### config.mk
export PLATFORM = sky130hd
export DESIGN_NAME = ssd_capture_flat
export DESIGN_NICKNAME = d
export VERILOG_FILES = /design/src/rtl/ssd_pkg.sv /design/src/rtl/ssd_capture_if.sv /design/src/rtl/ssd_seg_decode.sv /design/src/rtl/ssd_capture.sv /design/src/flat_wrapper.sv
export SDC_FILE = /design/constraint.sdc
export NUM_CORES = 1
export LEC_CHECK = 0
export ABC_AREA = 1
export BUFFER_PORTS_ARGS = -buffer_cell sky130_fd_sc_hd__buf_2
export CAP_MARGIN = 20
export CORE_MARGIN = 4
export CORE_UTILIZATION = 53
export DETAILED_ROUTE_END_ITERATION = 6
export PLACE_DENSITY = 0.76
export SYNTH_ARGS = -nofsm -noshare
export SYNTH_HDL_FRONTEND = slang
export SYNTH_SLANG_ARGS = --single-unit
export TNS_END_PERCENT = 10
### constraint.sdc
create_clock -name clk -period 1.38 [get_ports clk]
set_input_delay 0.069 -clock clk [delete_from_list [all_inputs] [get_ports clk]]
set_output_delay 0.069 -clock clk [all_outputs]
set_load 0.03 [all_outputs]
### src/rtl/ssd_pkg.sv
// Shared seven-segment constants (active-low, bit0=a .. bit6=g) and capture FSM states.
// Latency: n/a (declarations only).
// Backpressure: n/a.
package ssd_pkg;

  localparam int DIGIT_W = 4;

  localparam logic [6:0] SEG_0     = 7'h40;
  localparam logic [6:0] SEG_1     = 7'h79;
  localparam logic [6:0] SEG_2     = 7'h24;
  localparam logic [6:0] SEG_3     = 7'h30;
  localparam logic [6:0] SEG_4     = 7'h19;
  localparam logic [6:0] SEG_5     = 7'h12;
  localparam logic [6:0] SEG_6     = 7'h02;
  localparam logic [6:0] SEG_7     = 7'h78;
  localparam logic [6:0] SEG_8     = 7'h00;
  localparam logic [6:0] SEG_9     = 7'h10;
  localparam logic [6:0] SEG_BLANK = 7'h7F;

  typedef enum logic [1:0] {
    IDLE   = 2'd0,
    SETTLE = 2'd1,
    DECODE = 2'd2
  } cap_state_e;

endpackage

### src/rtl/ssd_capture_if.sv
// Display bus between a two-digit multiplexed seven-segment driver and its capture monitor.
// Latency: n/a (wiring only).
// Backpressure: none; the display bus is free-running.
interface ssd_capture_if;
  logic [6:0] ssd_in;
  logic       ssdcat_in;
  logic [7:0] value;
  logic       valid;
  logic       seg_err;
  logic       stale;

  modport master (
    output ssd_in, ssdcat_in,
    input  value, valid, seg_err, stale
  );

  modport slave (
    input  ssd_in, ssdcat_in,
    output value, valid, seg_err, stale
  );
endinterface

### src/rtl/ssd_seg_decode.sv
// Active-low seven-segment pattern to BCD digit, flagging anything that is not 0-9.
// Latency: combinational.
// Backpressure: none.
module ssd_seg_decode
  import ssd_pkg::*;
(
  input  logic [6:0]         seg,
  output logic [DIGIT_W-1:0] digit,
  output logic               legal
);

  always_comb begin
    digit = '0;
    legal = 1'b1;
    case (seg)
      SEG_0:   digit = 4'd0;
      SEG_1:   digit = 4'd1;
      SEG_2:   digit = 4'd2;
      SEG_3:   digit = 4'd3;
      SEG_4:   digit = 4'd4;
      SEG_5:   digit = 4'd5;
      SEG_6:   digit = 4'd6;
      SEG_7:   digit = 4'd7;
      SEG_8:   digit = 4'd8;
      SEG_9:   digit = 4'd9;
      default: legal = 1'b0;
    endcase
  end

endmodule

### src/rtl/ssd_capture.sv
// Rebuilds the BCD pair shown on a multiplexed two-digit display; SSD_CAPTURE_SYNC_EN adds input synchronisers.
// Latency: valid/seg_err L+SETTLE_CYCLES+2 cycles after a select edge (L=2 synchronised, else 0).
// Backpressure: none; results are single-cycle pulses that must be consumed when seen.
module ssd_capture
  import ssd_pkg::*;
#(
  parameter int SETTLE_CYCLES  = 4,
  parameter int TIMEOUT_CYCLES = 4096
) (
  input  logic          clk,
  input  logic          rst,
  ssd_capture_if.slave  bus
);

  localparam int SCNT_W = $clog2(SETTLE_CYCLES + 1);
  localparam int TCNT_W = $clog2(TIMEOUT_CYCLES + 1);

  logic [6:0] seg_s;
  logic       cat_s;

`ifdef SSD_CAPTURE_SYNC_EN
  logic [6:0] seg_m;
  logic       cat_m;

  always_ff @(posedge clk) begin
    if (rst) begin
      seg_m <= SEG_BLANK;
      seg_s <= SEG_BLANK;
      cat_m <= 1'b0;
      cat_s <= 1'b0;
    end else begin
      seg_m <= bus.ssd_in;
      seg_s <= seg_m;
      cat_m <= bus.ssdcat_in;
      cat_s <= cat_m;
    end
  end
`else
  assign seg_s = bus.ssd_in;
  assign cat_s = bus.ssdcat_in;
`endif

  logic sel_prev;
  logic sel_edge;

  assign sel_edge = cat_s ^ sel_prev;

  cap_state_e        state, state_nxt;
  logic              idx, idx_nxt;
  logic [6:0]        pat, pat_nxt;
  logic [SCNT_W-1:0] scnt, scnt_nxt;
  logic              do_decode;

  always_ff @(posedge clk) begin
    if (rst) begin
      state    <= IDLE;
      idx      <= 1'b0;
      pat      <= SEG_BLANK;
      scnt     <= '0;
      sel_prev <= 1'b0;
    end else begin
      state    <= state_nxt;
      idx      <= idx_nxt;
      pat      <= pat_nxt;
      scnt     <= scnt_nxt;
      sel_prev <= cat_s;
    end
  end

  always_comb begin
    state_nxt = state;
    idx_nxt   = idx;
    pat_nxt   = pat;
    scnt_nxt  = scnt;
    do_decode = 1'b0;
    case (state)
      IDLE: begin
        if (sel_edge) begin
          idx_nxt   = cat_s;
          pat_nxt   = seg_s;
          scnt_nxt  = '0;
          state_nxt = SETTLE;
        end
      end
      SETTLE: begin
        // A new select edge abandons the digit in flight; a changed pattern restarts settling.
        if (sel_edge) begin
          idx_nxt  = cat_s;
          pat_nxt  = seg_s;
          scnt_nxt = '0;
        end else if (seg_s != pat) begin
          pat_nxt  = seg_s;
          scnt_nxt = '0;
        end else if (scnt == SCNT_W'(SETTLE_CYCLES)) begin
          state_nxt = DECODE;
        end else begin
          scnt_nxt = scnt + SCNT_W'(1);
        end
      end
      DECODE: begin
        do_decode = 1'b1;
        state_nxt = IDLE;
      end
      default: state_nxt = IDLE;
    endcase
  end

  logic [DIGIT_W-1:0] dig;
  logic               legal;

  ssd_seg_decode u_dec (
    .seg   (pat),
    .digit (dig),
    .legal (legal)
  );

  logic [DIGIT_W-1:0] lo_dig;
  logic               have_lo;
  logic [7:0]         value_q;
  logic               valid_q;
  logic               seg_err_q;
  logic               stale_q;
  logic [TCNT_W-1:0]  tcnt;

  always_ff @(posedge clk) begin
    if (rst) begin
      lo_dig    <= '0;
      have_lo   <= 1'b0;
      value_q   <= 8'h00;
      valid_q   <= 1'b0;
      seg_err_q <= 1'b0;
      stale_q   <= 1'b0;
      tcnt      <= '0;
    end else begin
      valid_q   <= 1'b0;
      seg_err_q <= 1'b0;

      if (do_decode) begin
        if (!legal) begin
          seg_err_q <= 1'b1;
          have_lo   <= 1'b0;
        end else if (!idx) begin
          lo_dig  <= dig;
          have_lo <= 1'b1;
        end else if (have_lo) begin
          value_q <= {dig, lo_dig};
          valid_q <= 1'b1;
          have_lo <= 1'b0;
          stale_q <= 1'b0;
        end
      end

      if (sel_edge) begin
        tcnt <= '0;
      end else if (tcnt != TCNT_W'(TIMEOUT_CYCLES)) begin
        tcnt <= tcnt + TCNT_W'(1);
      end

      // Going stale drops any half-built pair so an old low digit cannot pair with a fresh high.
      if (!sel_edge && tcnt == TCNT_W'(TIMEOUT_CYCLES - 1)) begin
        stale_q <= 1'b1;
        have_lo <= 1'b0;
      end
    end
  end

  assign bus.value   = value_q;
  assign bus.valid   = valid_q;
  assign bus.seg_err = seg_err_q;
  assign bus.stale   = stale_q;

endmodule

### src/flat_wrapper.sv
// flat-port wrapper written by rule: the top's interface ports become plain ports
module ssd_capture_flat import ssd_pkg::*;
#(
  parameter int SETTLE_CYCLES  = 4,
  parameter int TIMEOUT_CYCLES = 4096
)
  (clk, rst, bus_ssd_in, bus_ssdcat_in, bus_value, bus_valid, bus_seg_err, bus_stale);
  ssd_capture_if bus_i ();
  input  logic clk;
  input  logic rst;
  input wire logic [$bits(bus_i.ssd_in)-1:0] bus_ssd_in;
  input wire logic [$bits(bus_i.ssdcat_in)-1:0] bus_ssdcat_in;
  output wire logic [$bits(bus_i.value)-1:0] bus_value;
  output wire logic [$bits(bus_i.valid)-1:0] bus_valid;
  output wire logic [$bits(bus_i.seg_err)-1:0] bus_seg_err;
  output wire logic [$bits(bus_i.stale)-1:0] bus_stale;
  assign bus_i.ssd_in = bus_ssd_in;
  assign bus_i.ssdcat_in = bus_ssdcat_in;
  assign bus_value = bus_i.value;
  assign bus_valid = bus_i.valid;
  assign bus_seg_err = bus_i.seg_err;
  assign bus_stale = bus_i.stale;
  ssd_capture #(.SETTLE_CYCLES(SETTLE_CYCLES), .TIMEOUT_CYCLES(TIMEOUT_CYCLES)) u_core (.clk(clk), .rst(rst), .bus(bus_i));
endmodule
After elaboration in Yosys (flattened, before gate mapping) --
Cells that the tools add are included.
Word-level totals: logic and storage cells 87, memories 0, output and inout port bits 11, RAM bits 0, ROM bits 0, bits in latches 0, register bits 43
Cells by class: equality and inequality tests 21, bitwise logic cells 4, divide/modulo/power cells 0, muxes and demuxes 26, reduce and logical (&&, ||, !) cells 22, order comparisons 0, add/sub/neg operators 2, multiply operators 0, shifts and indexed selects 0
Operator list (count):
- $pmux W4 S9 | 1
- $eq A7 B5 Y1 const B | 3
- $eq A7 B7 Y1 const B | 3
- $mux W7 | 3
- $eq A7 B6 Y1 const B | 2
- $pmux W7 S2 | 1
- $add A13 B1 Y13 const B | 1
- $eq A13 B12 Y1 const B | 1
- $ne A13 B13 Y1 const B | 1
- $mux W3 | 4
- $reduce_and A4 Y1 | 3
- $mux W1 | 11
- $reduce_bool A2 Y1 | 5
- $reduce_or A10 Y1 | 1
- $reduce_and A3 Y1 | 3
- $mux W2 | 4
- $reduce_or A2 Y1 | 4
- $eq A7 B2 Y1 const B | 1
- $logic_not A7 Y1 | 1
- $ne A7 B7 Y1 | 1
- $pmux W3 S2 | 1
- $ne A2 B1 Y1 const B | 2
- $ne A2 B2 Y1 const B | 2
- $ne A4 B2 Y1 const B | 1
- 13 further kinds | 15

Longest topological paths before layout --
depth in word-level cells 6, mapped depth 11, depth with buffers taken out 11

Cells and area by module --
A second synthesis with hierarchy kept.
Unflattened totals: cell total of the unflattened synthesis 322, area total of the unflattened synthesis 2165.8 um^2
Modules (own cells, without submodules):
- ssd_capture | times used 1, area an instance 1931.9 um^2, cells an instance 272, sequential area each 860.8 um^2
- ssd_seg_decode | times used 1, area an instance 234.0 um^2, cells an instance 50, sequential area each 0.0 um^2

Worst setup path after synthesis --
No wires, ideal clock.
kind reg-to-reg, from register u_core.pat[6], to register u_core.value_q[2], in the netlist u_core.bus.value[2], cell stages (with the launch flop) 11, setup time 114 ps, clock period less this slack 1399 ps, setup slack -19 ps, arrival time 1284 ps, data required time 1266 ps, cells stage by stage dfxtp_1 > buf_4 > nor3_1 > nand2_1 > nand2_1 > nor2_2 > nand3_4 > buf_6 > nand3b_1 > nand2_1 > nor2_2
Between the ends: longest elaborated chain between the ends 4, elaborated cells between the ends (all ways) 13, classes of those cells eq/ne: 9; mux: 1; reduce/logical: 3
Ends and longest elaborated chain:
- start, declared | line ssd_capture.sv:50 | logic [6:0] pat, pat_nxt;
- start signal, assigned | line ssd_capture.sv:64 | pat <= pat_nxt;
- $eq A7 B5 Y1 (tied with other cells) | line ssd_seg_decode.sv:15 | case (seg)
- $reduce_or A10 Y1 (no source line) *
- $mux W1 * | line ssd_seg_decode.sv:15
- $reduce_and A4 Y1 (no source line) *
- end signal, assigned | line ssd_capture.sv:146 | value_q <= {dig, lo_dig};
- end, declared | line ssd_capture.sv:119 | logic [7:0] value_q;
Every way passes the cells marked *; elsewhere a longest branch is shown, timed or not. A chain may end at the register's enable or synchronous reset.

Final worst setup path --
from register u_core.pat[4], to register u_core.value_q[2], in the netlist u_core.bus.value[2]
Same word-level chain as after synthesis.

==> metrics.cfg <==
[outcome]
run_status = complete, but fails checks
violations = setup timing

[yosys]
ys_types = 28
synthesis.instances = 329
synth_area_leaders = dfxtp_1 (39%), nand2_1 (14%), nor2_1 (8.9%)
synth.avg_cell_area_sq_um = 6.690
synth-warning-count = 0
syn_area_sq_um = 2201
ys_ff_latch = 43
syn-num-nets = 343
synth_top_area_cell = dfxtp_1
synth_top_area_share = 0.3911
yosysSeqAreaShare = 0.3911
synthArstFlopShare = 0
synth_edf_count = 0
yosys_most_used_dff = dfxtp_1

[critical_path]
critical_path.most_common_cell = nand2_1
crit_path_cell_trace = inv_4 > nor3_4 > nand2_1 > nand2_2 > nor2_4 > nand3_4 > buf_12 > nand3b_1 > nand2_1 > nor2_2
arrival_ns = 1.67
cp-end-kind = flip-flop
crit_buf_inv = 2
start_kind = flip-flop
path_max_fanout = 8
cp_slowest_cell = dfxtp_4
worst_ep_required_time_ns = 1.58
critPathTopFamily = simple AND/OR/NAND/NOR gates
worstSetupPathType = reg -> reg
slowest_delay_ns = 0.39

[timing]
setup_slack_ns = -0.08673
tns_ns = -1.325
period_share = 1.063
tightest_slew_ns = 0.3840
fin_skew_ns = 0.008597
rsz0062_at_grt = true
report.final.slew_viol_count = 0
setup_violations = 24
final.min_clock_period_ns = 1.467
fmax_ghz = 0.6818
final_hold_viol_count = 0
maxSlewHeadroom = 0.7430

[cells_and_area]
final_cell_mix = nand2_1 (74), nor2_1 (44), inv_1 (42)
instances_no_fill = 439
nets = 402
final_common_cell = nand2_1
syn2layout_area_growth_pct = 33.60
n_antenna_cell = 0
drive_gt1_frac = 0.3393

[grt]
grt_overflow = 0
grt_pass1_vias = 2109
track_usage = 0.2048
grt_max_degree = 17
grt_pass1_wl_um = 8652
antenna_found_initial = 0

[clock_network]
worst_skew_pair.late_latency_ns = 0.30
htree_levels = 2
clkTransAtPathRegs_ns = 0.08
cts_buffers = 5
cts_tree = done
cts-hold-fix-buffers = 0
cts_buffer_depth = 2
cts_root_buf = clkbuf_8
clock-sinks = 43

[place]
dp_hpwl_um = 3342
port_buffers = 20
placed_cells = 420
gp_congestion = 0.8515

[drt]
first_pass_iters = 4
wl_um = 4931
ant_nets = 0
viasPerCell = 4.986
routedWlPerCell_um = 11.23
vias = 2189
drt_iter0_drc = 86
drcViolationCount = 0

[power_and_ir_drop]
internal-power_mw = 2.002
ir_drop_v = 0.0006383
seqPwrFrac = 0.490
p_sw_uw = 720.4
p_total_mw = 2.722
power.share.clock = 0.362
swShare = 0.2646
combPwrFrac = 0.148
power.density_nw_per_um2 = 925.8
power_leakage_nw = 1.394

[worst_hold_path]
worstHoldPathType = in -> reg

[floorplanning]
die_area_sq_um = 5248
chipWidth_um = 72.44
start_util = 0.5502
core_area_sq_um = 4000
boundaryPins = 21
die_y_um = 72.44
num_rows = 23

[run]
drv_cap = 0

-- final cells by class --
type	count	area (sq um)
well taps	50	62.56
fillers	311	1060
multi-input cells	230	1267
clock buffers	5	68.82
repair buffers	58	417.9
flip-flops and latches	43	884.6
clock inverters	3	43.79
inverters	50	195.2
-- layer usage --
layer  track usage  vias to the layer above  wire length (um)
li1              -                     1145                 -
met1        0.2363                      998              2080
met2        0.3670                       35              2590
met3       0.04571                       11               165
met4       0.07787                        0                94
met5             0                        -                 0
-- cell usage after synthesis (5+ instances only) --
master   count
nand2_1     80
nor2_1      52
inv_1       45
dfxtp_1     43
nand3_1     25
a21oi_1     14
nor3_1      13
o21ai_0     11
nor2_2       7
nand2_2      5
-- stage by stage --
stage	hold WS (ns)	setup slack (ns)	utilization	cell area [sq um]
finish	0.006815	-0.08673	0.7351	2940
global placement	0.3106	-0.1313	0.6359	2544
floorplan	0.1942	0.0002799	-	2206
CTS	0.0006474	-0.07517	0.7063	2825
global route	0.01864	-0.2204	0.7351	2940
detailed placement	0.3170	-0.1701	0.6359	2544
-- flip-flops by register name, indices dropped and copies added (netlist names), 2 cells and up --
| register | flops |
|---|---|
| u_core.lo_dig | 4 |
| u_core.scnt | 3 |
| u_core.tcnt | 13 |
| u_core.pat | 7 |
| u_core.state | 2 |
| u_core.bus.value | 8 |
-- worst reg2reg max path, delay by kind of cell (launching register included) --
family        cells  cell delay [ns]
buf+inv           2             0.19
simple gates      8             0.78
flops             1             0.39
-- what timing repair did --
action	4_1_cts	5_1_grt
setup buffers	9	2
resized for setup	31	30
pin swaps	7	7
endpoints found under the setup margin	28	37
gates cloned	0	0
-- worst paths after layout --
kind / from / slack [ns] / cells past startpoint / to
worst min register to register: u_core.have_lo / 0.47 / 2 / u_core.have_lo
worst min-delay path: bus_ssd_in[2] / 0.007 / 3 / u_core.pat[2]
worst max register to register: u_core.pat[4] / -0.09 / 10 / u_core.bus.value[2]
worst max-delay path: u_core.pat[4] / -0.09 / 10 / u_core.bus.value[2]
-- cells by family (layout without fill, tap and decap cells) --
family / after synthesis / after routing / share of synthesized area
buf+inv: 56 / 116 / 0.1040
fa+ha+maj: 4 / 4 / 0.02274
xor+xnor: 3 / 3 / 0.01535
flops: 43 / 43 / 0.3911
simple gates: 196 / 196 / 0.4014
compound gates: 27 / 27 / 0.06538
-- power by group through the flow --
stage	Sequential [mW]	Clock, mW	Combinational, mW
2_1_floorplan	1.34	0	0.231
3_3_place_gp	1.35	0	0.341
3_5_place_dp	1.35	0	0.346
4_1_cts	1.33	1.01	0.378
5_1_grt	1.34	1.06	0.457
6_report	1.33	0.986	0.403
(Power assumes the default switching activity.)
